<file path="src/rtl/matmul_pkg.sv">
// Shared operand parameters for the matmul A/B buffers and their loaders.
package matmul_pkg;

  // Element widths and chunking shared by both operands
  localparam int WIDTH_A       = 16;
  localparam int WIDTH_B       = 16;
  localparam int CHUNK_SIZE_AB = 4;

  // Core counts: how many chunks each BRAM word carries
  localparam int NUM_CORES_A = 4;
  localparam int NUM_CORES_B = 1;

  // Operand shapes
  localparam int OUTER_DIM_A = 6;
  localparam int OUTER_DIM_B = 6;
  localparam int INNER_DIM   = 64;

  // Buffer geometry derived from the shapes above
  localparam int DEPTH_A      = INNER_DIM * OUTER_DIM_A / (CHUNK_SIZE_AB * NUM_CORES_A);
  localparam int DEPTH_B      = INNER_DIM * OUTER_DIM_B / (CHUNK_SIZE_AB * NUM_CORES_B);
  localparam int ADDR_WIDTH_A = $clog2(DEPTH_A);
  localparam int ADDR_WIDTH_B = $clog2(DEPTH_B);
  localparam int WORD_WIDTH_A = WIDTH_A * CHUNK_SIZE_AB * NUM_CORES_A;
  localparam int WORD_WIDTH_B = WIDTH_B * CHUNK_SIZE_AB * NUM_CORES_B;

  // Counter width that stays legal when only one beat makes a word
  function automatic int beat_cnt_width(input int n);
    return (n > 1) ? $clog2(n) : 1;
  endfunction

endpackage

</file>
<file path="src/rtl/matmul_bram_loader_chunk_packer.sv">
// Collects NUM_CORES input chunks into one BRAM word. The word output is the
// pack register with the current beat already merged in, so the caller can
// register it on the same edge that accepts the last beat of the word.
module chunk_packer
  import matmul_pkg::*;
#(
  parameter int WIDTH      = WIDTH_A,
  parameter int CHUNK_SIZE = CHUNK_SIZE_AB,
  parameter int NUM_CORES  = NUM_CORES_A
) (
  input  logic                                  clk,
  input  logic                                  rst,
  input  logic                                  clear,
  input  logic                                  beat_valid,
  input  logic [WIDTH*CHUNK_SIZE-1:0]           beat_data,
  output logic [WIDTH*CHUNK_SIZE*NUM_CORES-1:0] word,
  output logic                                  word_valid
);

  localparam int CW = WIDTH * CHUNK_SIZE;
  localparam int WW = CW * NUM_CORES;
  localparam int BW = beat_cnt_width(NUM_CORES);
  localparam logic [BW-1:0] LAST_BEAT = BW'(NUM_CORES - 1);

  logic [BW-1:0] beat_cnt;
  logic [WW-1:0] pack_q;

  // Merge the incoming chunk into its slot so a completing beat yields the full word
  always_comb begin
    word                       = pack_q;
    word[beat_cnt*CW +: CW]    = beat_data;
    word_valid                 = beat_valid && (beat_cnt == LAST_BEAT);
  end

  // Beat position within the word and storage of the partial word
  always_ff @(posedge clk) begin
    if (rst) begin
      beat_cnt <= '0;
      pack_q   <= '0;
    end else if (clear) begin
      beat_cnt <= '0;
    end else if (beat_valid) begin
      pack_q[beat_cnt*CW +: CW] <= beat_data;
      beat_cnt                  <= word_valid ? '0 : beat_cnt + 1'b1;
    end
  end

endmodule

</file>
<file path="src/rtl/matmul_bram_loader.sv">
// Stream-to-BRAM writer for one matmul operand buffer. Packs NUM_CORES chunks
// per word and writes words to sequential addresses from 0.
//
// Stream handshake: a beat transfers on a rising edge where s_valid and
// s_ready are both high; s_ready is high exactly while in LOAD, and the
// source may hold s_valid low for any number of cycles without loss.
module matmul_bram_loader
  import matmul_pkg::*;
#(
  parameter int WIDTH           = WIDTH_A,
  parameter int CHUNK_SIZE      = CHUNK_SIZE_AB,
  parameter int NUM_CORES       = NUM_CORES_A,
  parameter int OUTER_DIMENSION = OUTER_DIM_A,
  parameter int INNER_DIMENSION = INNER_DIM,
  parameter int DEPTH           = INNER_DIMENSION * OUTER_DIMENSION / (CHUNK_SIZE * NUM_CORES),
  parameter int ADDR_WIDTH      = $clog2(DEPTH)
) (
  input  logic                                  clk,
  input  logic                                  rst,
  input  logic                                  start,
  input  logic                                  s_valid,
  output logic                                  s_ready,
  input  logic [WIDTH*CHUNK_SIZE-1:0]           s_data,
  input  logic                                  s_last,
  output logic                                  bram_we,
  output logic [ADDR_WIDTH-1:0]                 bram_addr,
  output logic [WIDTH*CHUNK_SIZE*NUM_CORES-1:0] bram_wdata,
  output logic                                  busy,
  output logic                                  done,
  output logic                                  err_len
);

  localparam int WW = WIDTH * CHUNK_SIZE * NUM_CORES;
  localparam logic [ADDR_WIDTH-1:0] LAST_ADDR = ADDR_WIDTH'(DEPTH - 1);

  typedef enum logic {
    IDLE = 1'b0,
    LOAD = 1'b1
  } state_t;

  state_t                state;
  logic [ADDR_WIDTH-1:0] word_cnt;
  logic                  accept;
  logic                  word_valid;
  logic                  final_beat;
  logic [WW-1:0]         word;

  assign accept     = s_valid && s_ready;
  assign final_beat = word_valid && (word_cnt == LAST_ADDR);

  // Packer restarts whenever the loader is idle, which drops any partial word
  chunk_packer #(
    .WIDTH      (WIDTH),
    .CHUNK_SIZE (CHUNK_SIZE),
    .NUM_CORES  (NUM_CORES)
  ) u_packer (
    .clk        (clk),
    .rst        (rst),
    .clear      (state == IDLE),
    .beat_valid (accept),
    .beat_data  (s_data),
    .word       (word),
    .word_valid (word_valid)
  );

  // Load FSM with registered handshake, write port and status outputs
  always_ff @(posedge clk) begin
    if (rst) begin
      state      <= IDLE;
      word_cnt   <= '0;
      s_ready    <= 1'b0;
      bram_we    <= 1'b0;
      bram_addr  <= '0;
      bram_wdata <= '0;
      busy       <= 1'b0;
      done       <= 1'b0;
      err_len    <= 1'b0;
    end else begin
      bram_we <= 1'b0;
      done    <= 1'b0;
      case (state)
        IDLE: begin
          if (start) begin
            state    <= LOAD;
            word_cnt <= '0;
            err_len  <= 1'b0;
            s_ready  <= 1'b1;
            busy     <= 1'b1;
          end
        end
        LOAD: begin
          if (accept) begin
            if (word_valid) begin
              bram_we    <= 1'b1;
              bram_addr  <= word_cnt;
              bram_wdata <= word;
              word_cnt   <= word_cnt + 1'b1;
            end
            if (final_beat || s_last) begin
              // An s_last anywhere but the final beat, or a final beat
              // without s_last, is a length mismatch
              if (final_beat != s_last) err_len <= 1'b1;
              state   <= IDLE;
              s_ready <= 1'b0;
              busy    <= 1'b0;
              done    <= 1'b1;
            end
          end
        end
        default: state <= IDLE;
      endcase
    end
  end

endmodule

</file>
<file path="config.mk">
export PLATFORM = sky130hd
export DESIGN_NAME = matmul_bram_loader
export DESIGN_NICKNAME = d
export VERILOG_FILES = /design/src/rtl/matmul_pkg.sv /design/src/rtl/matmul_bram_loader_chunk_packer.sv /design/src/rtl/matmul_bram_loader.sv
export SDC_FILE = /design/constraint.sdc
export NUM_CORES = 1
export LEC_CHECK = 0
export CORE_UTILIZATION = 50
export CTS_CLUSTER_SIZE = 10
export DETAILED_ROUTE_END_ITERATION = 10
export GPL_TIMING_DRIVEN = 0
export PLACE_DENSITY = 0.82
export RECOVER_POWER = 25
export SYNTH_ARGS = -nofsm -noshare
export SYNTH_HDL_FRONTEND = slang
export SYNTH_SLANG_ARGS = --single-unit
</file>
<file path="constraint.sdc">
create_clock -name clk -period 2.93 [get_ports clk]
set_input_delay 0.586 -clock clk [delete_from_list [all_inputs] [get_ports clk]]
set_output_delay 0.586 -clock clk [all_outputs]
set_load 0.03 [all_outputs]
</file>
# Word-level counts from Yosys, hierarchy flattened
# Index checks and enable logic that the tools add are counted.
totals:
  register_bits: 529
  output_inout_bits: 266
  input_bits: 69
  word_cells: 57
op_classes:
  reduce_logical: 11
  muxes: 21
  bitwise: 2
  shifts: 2
  add_sub_neg: 3
  eq_ne: 8
op_table:
  columns: ["cell", "n"]
  rows:
  - ["bitwise mux 256 bit", 1]
  - ["variable shift 64 x 34 -> 256 bit (first input constant)", 1]
  - ["indexed part select 64 x 34 -> 256 bit", 1]
  - ["negator 8 -> 34 bit", 1]
  - ["2-to-1 mux 5 bit", 3]
  - ["2-to-1 mux 1 bit", 12]
  - ["one-hot mux 5 bit (2 select lines)", 1]
  - ["AND reduction 3 bit", 3]
  - ["inequality test 2 x 1 -> 1 bit (second input constant)", 4]
  - ["one-hot mux 1 bit (2 select lines)", 3]
  - ["adder 5 x 1 -> 5 bit (second input constant)", 1]
  - ["== test 5 bit (second input constant)", 1]
  - ["AND reduction 4 bit", 1]
  - ["logical AND 1 bit", 3]
  - ["OR reduction 3 bit", 1]
  - ["adder 2 x 1 -> 2 bit (second input constant)", 1]
  - ["== test 2 bit (second input constant)", 1]
  - ["2-to-1 mux 2 bit", 1]
  - ["inequality test 2 bit (second input constant)", 1]
  - ["NOT 1 bit", 2]
  - ["AND reduction 2 bit", 1]
  - ["OR reduction 2 bit", 1]
  - ["logical OR 1 bit", 1]
  - ["inequality test 1 bit", 1]

# Depth between registers and ports, before layout
depth:
  depth_word: 8
  ltp_mapped: 7
  ltp_nobuf: 7

# Modules after synthesis
# A second synthesis with hierarchy kept.
unflattened:
  hier_cells: 2488
  area_unflattened_um2: 21370.5
by_module_without_submodules:
  columns: ["module", "area_per_inst_um2", "instances", "seq_area_each_um2", "cells_per_inst"]
  rows:
  - ["chunk_packer", 11883.9, 1, 5165.0, 1297]
  - ["matmul_bram_loader", 9486.6, 1, 5425.2, 1191]

# Worst setup path before layout
# No wires, ideal clock.
synth_timing:
  kind: "register to register"
  start: "register u_packer.beat_cnt[0]"
  end: "register bram_wdata[136]"
  t_required_ns: 2.798
  path_buffers: 2
  setup_time_ns: 0.132
  t_arrival_ns: 1.667
  synth_period_minus_slack_ns: 1.799
  slack_ns: 1.131
  stages_incl_launch_ff: 8
  cell_sequence: "dfxtp_1 > inv_1 > ha_1 > and4bb_2 > buf_2 > buf_2 > a221oi_1 > nor3_1"
synth_via:
  elab_chain_cells: 3
  elab_cells_between_ends: 7
  classes_between: "1 x add/sub; 1 x eq/ne; 2 x shift; 1 x mux; 2 x reduce/logical"
synth_lines:
  columns: ["element", "line", "text"]
  rows:
  - ["start, declared", "matmul_bram_loader_chunk_packer.sv:25", "logic [BW-1:0] beat_cnt;"]
  - ["start signal, assigned", "matmul_bram_loader_chunk_packer.sv:44", "beat_cnt <= word_valid ? '0 : beat_cnt + 1'b1;"]
  - ["negator 8 -> 34 bit or == test 2 bit (tied branches)", "matmul_bram_loader_chunk_packer.sv:31, matmul_bram_loader_chunk_packer.sv:32", null]
  - ["indexed part select 64 x 34 -> 256 bit, or another cell as far along", "matmul_bram_loader_chunk_packer.sv:31", "word[beat_cnt*CW +: CW] = beat_data;"]
  - ["bitwise mux 256 bit or AND reduction 3 bit (tied branches)", null, null]
  - ["end signal, assigned", "matmul_bram_loader.sv:96", "bram_wdata <= word;"]
  - ["end, declared", "matmul_bram_loader.sv:27", "output logic [WIDTH*CHUNK_SIZE*NUM_CORES-1:0] bram_wdata,"]
# Several ways; a longest one is shown, not always the timed one.
# A chain may end at the register's enable or synchronous reset.

# Final worst setup path
layout_timing:
  start: "register u_packer.beat_cnt[0]"
  end: "register bram_wdata[170]"
# The elaborated chain is that of the path after synthesis.

==> impl_metrics.toml <==
[finish]
n_fill_cell = 2745
finalInstanceArea_sq_mm = 0.0229
area_growth_syn_to_layout_pct = 29.5
layout_commonest_cell = "dfxtp_1"
drive_above_1_share = 0.0803
utilization = 0.660
n_antenna_cell = 0
final_cell_mix = "dfxtp_1 (465), nor2_1 (386), nor3_1 (193)"
num-nets-final = 2378

[routing]
finalWirelength_mm = 61.4
met1Wirelength_mm = 24.0
met2_length_mm = 27.8
drt_iter0_drc = 1940
via_per_inst = 6.44
avgRoutedWirePerCell_microns = 22.3
ant_nets = 0
dr.pass1.iters = 5
drc = 0
highest_layer = "met4"
wl_met3_mm = 6.89
num_vias = 17800

[sta]
min_period_ns = 2.63
rsz0062_at_grt = "no"
min_period_over_period = 0.897
finalSetupViolCount = 0
final.setup_skew_ns = 0.0132
slew_violations = 0
finalSetupTns_ns = 0
slew_headroom = 0.312
tightest_slew_ns = 1.03
hold_violations = 0
clock.fmax_ghz = 0.381
fin_ws_ns = 0.303

[clocking]
cts_resized = 0
cts_buffer_depth = 3
htreeDepth = 2
cts_made_buffers = 52
cts_tree = "yes"
ctsHoldBuffers = 0
root_buffer = "clkbuf_16"
insertion_delay_ns = 0.56
clk_pin_slew_worst_paths_ns = 0.05
clkSinkCount = 465
cts_setup_buffers = 0

[die]
rows = 68
start_util = 0.510
io-pin-count = 335
die_w_microns = 190
die_h_microns = 190
core_sq_mm = 0.0347
die_area_sq_mm = 0.0361

[global_routing]
grt_pass1_vias = 16500
overflow = 0
track_usage = 0.328
grt_pass1_wl_mm = 93.1
grt_max_degree = 13
antenna_found_initial = 0

[yosys]
netlist_area_sq_mm = 0.0177
synthSimpleGateAreaFrac = 0.184
ys_warn_count = 0
syn_area_per_cell_sq_um = 9.23
synth_compound_area_frac = 0.215
synth_top_family_by_area = "compound AO/OA/AOI/OAI gates"
synth_cell_type_count = 33
postSynthCellCount = 1916
syn-num-nets = 1992
seq_area_frac_synth = 0.526
muxShareOfSynthArea = 0
synth-xor-area-share = 0
synth-seq-cells = 465
synthAdderAreaFrac = 0.00495

[worst_setup_path]
crit_path_end_kind = "flop"
crit_type = "reg2reg"
cp.arrival_ns = 3.04
cp-start-kind = "flop"
critPathRequiredTime_ns = 3.34
critPathMaxFanout = 10

[power]
p_per_area_mw_per_mm2 = 545
totalPowerFinal_mw = 12.5
power.leakage_nw = 8.52
ir_drop_v = 0.000363

[placement]
portBuffers = 332
placed_area_sq_mm = 0.0216
dp_hpwl_mm = 42.7
post-place-ws_ns = 0.389
place_congestion = 0.897

[outcome]
outcome = "complete, no violations"

[run]
cap_violations = 0

[worst_hold_path]
hold_path.class = "in2reg"
-- registers in the layout, summed over array words and instances (netlist names) --
name	flops
bram_we	1
state	1
bram_wdata	256
err_len	1
u_packer.beat_cnt	2
u_packer.pack_q	192
bram_addr	5
done	1
word_cnt	5
busy	1
-- path summary, 6_finish.rpt --
path | slack, ns | to | start | cells after the start
hold / removal | 0.37 | u_packer.beat_cnt[1] | s_valid | 3
setup / recovery | 0.30 | bram_wdata[170] | u_packer.beat_cnt[0] | 7
hold reg to reg | 0.45 | bram_addr[3] | bram_addr[3] | 2
setup reg to reg | 0.30 | bram_wdata[170] | u_packer.beat_cnt[0] | 7
-- worst max-delay path, cell delays in order (launching register included) --
cell and delay, ns:
dfxtp_1 0.48, ha_1 0.31, nand4_2 0.12, clkbuf_1 0.43, buf_6 0.35, buf_2 0.21, a221oi_1 0.46, nor3_1 0.10
-- power by group --
group          switching (mW)  total (mW)  internal, mW
clock                    2.42        5.59          3.16
combinational           0.393       0.556         0.163
sequential             0.0101        6.35          6.34
-- cells by family after synthesis --
family                   Yosys count
AO/OA/AOI/OAI                    468
adder cells (fa/ha/maj)            7
buffers and inverters            231
flip-flops                       465
AND/OR/NAND/NOR                  745
-- cells in the mapped netlist --
library cell  instances  area [sq um]
dfxtp_1             465          9310
nor2_1              386          1450
nor3_1              193           966
a221oi_1            192          1680
a32oi_1             192          1680
clkbuf_1            107           402
nand2_1              80           300
a21oi_1              73           365
buf_2                69           345
nand3_1              56           280
buf_6                29           327
buf_4                17           128
nand3_2              10           100
ha_1                  7          87.6
inv_1                 5          18.8
o21ai_0               5          25.0
or3_1                 4          25.0
and4bb_2              3          37.5
inv_2                 3          11.3
nand4_1               3          18.8
a21boi_0              2          15.0
a31o_2                2          17.5
and3_1                2          12.5
nand4b_1              2          17.5
a21boi_1              1          7.51
a22o_1                1          8.76
and2_1                1          6.26
and4_1                1          8.76
and4b_1               1          10.0
buf_1                 1          3.75
nand2b_1              1          6.26
nand4_2               1          12.5
nor3b_1               1          7.51
-- layout make-up --
class	count	area [sq um]	share of cell area
flip-flops and latches	465	9310	0.406
multi-input cells	1220	7150	0.312
repair buffers	332	3320	0.145
clock buffers	55	1330	0.0582
plain buffers	223	1190	0.0520
well taps	455	569	0.0248
inverters	8	30.0	0.00131
clock inverters	1	5.00	0.000218
-- through the flow --
stage / instances / hold slack (ns)
2_1_floorplan: 1916 / 0.450
3_3_place_gp: 2703 / 0.442
3_5_place_dp: 2703 / 0.446
4_1_cts: 2759 / 0.357
5_1_grt: 2759 / 0.369
6_report: 2759 / 0.368
-- metal layers --
metal,global-route usage,vias up
li1,-,7918
met1,0.424,8538
met2,0.516,1123
met5,0,-
met3,0.0801,188
met4,0.148,0
Note: power is estimated with default switching activity, not from simulation.
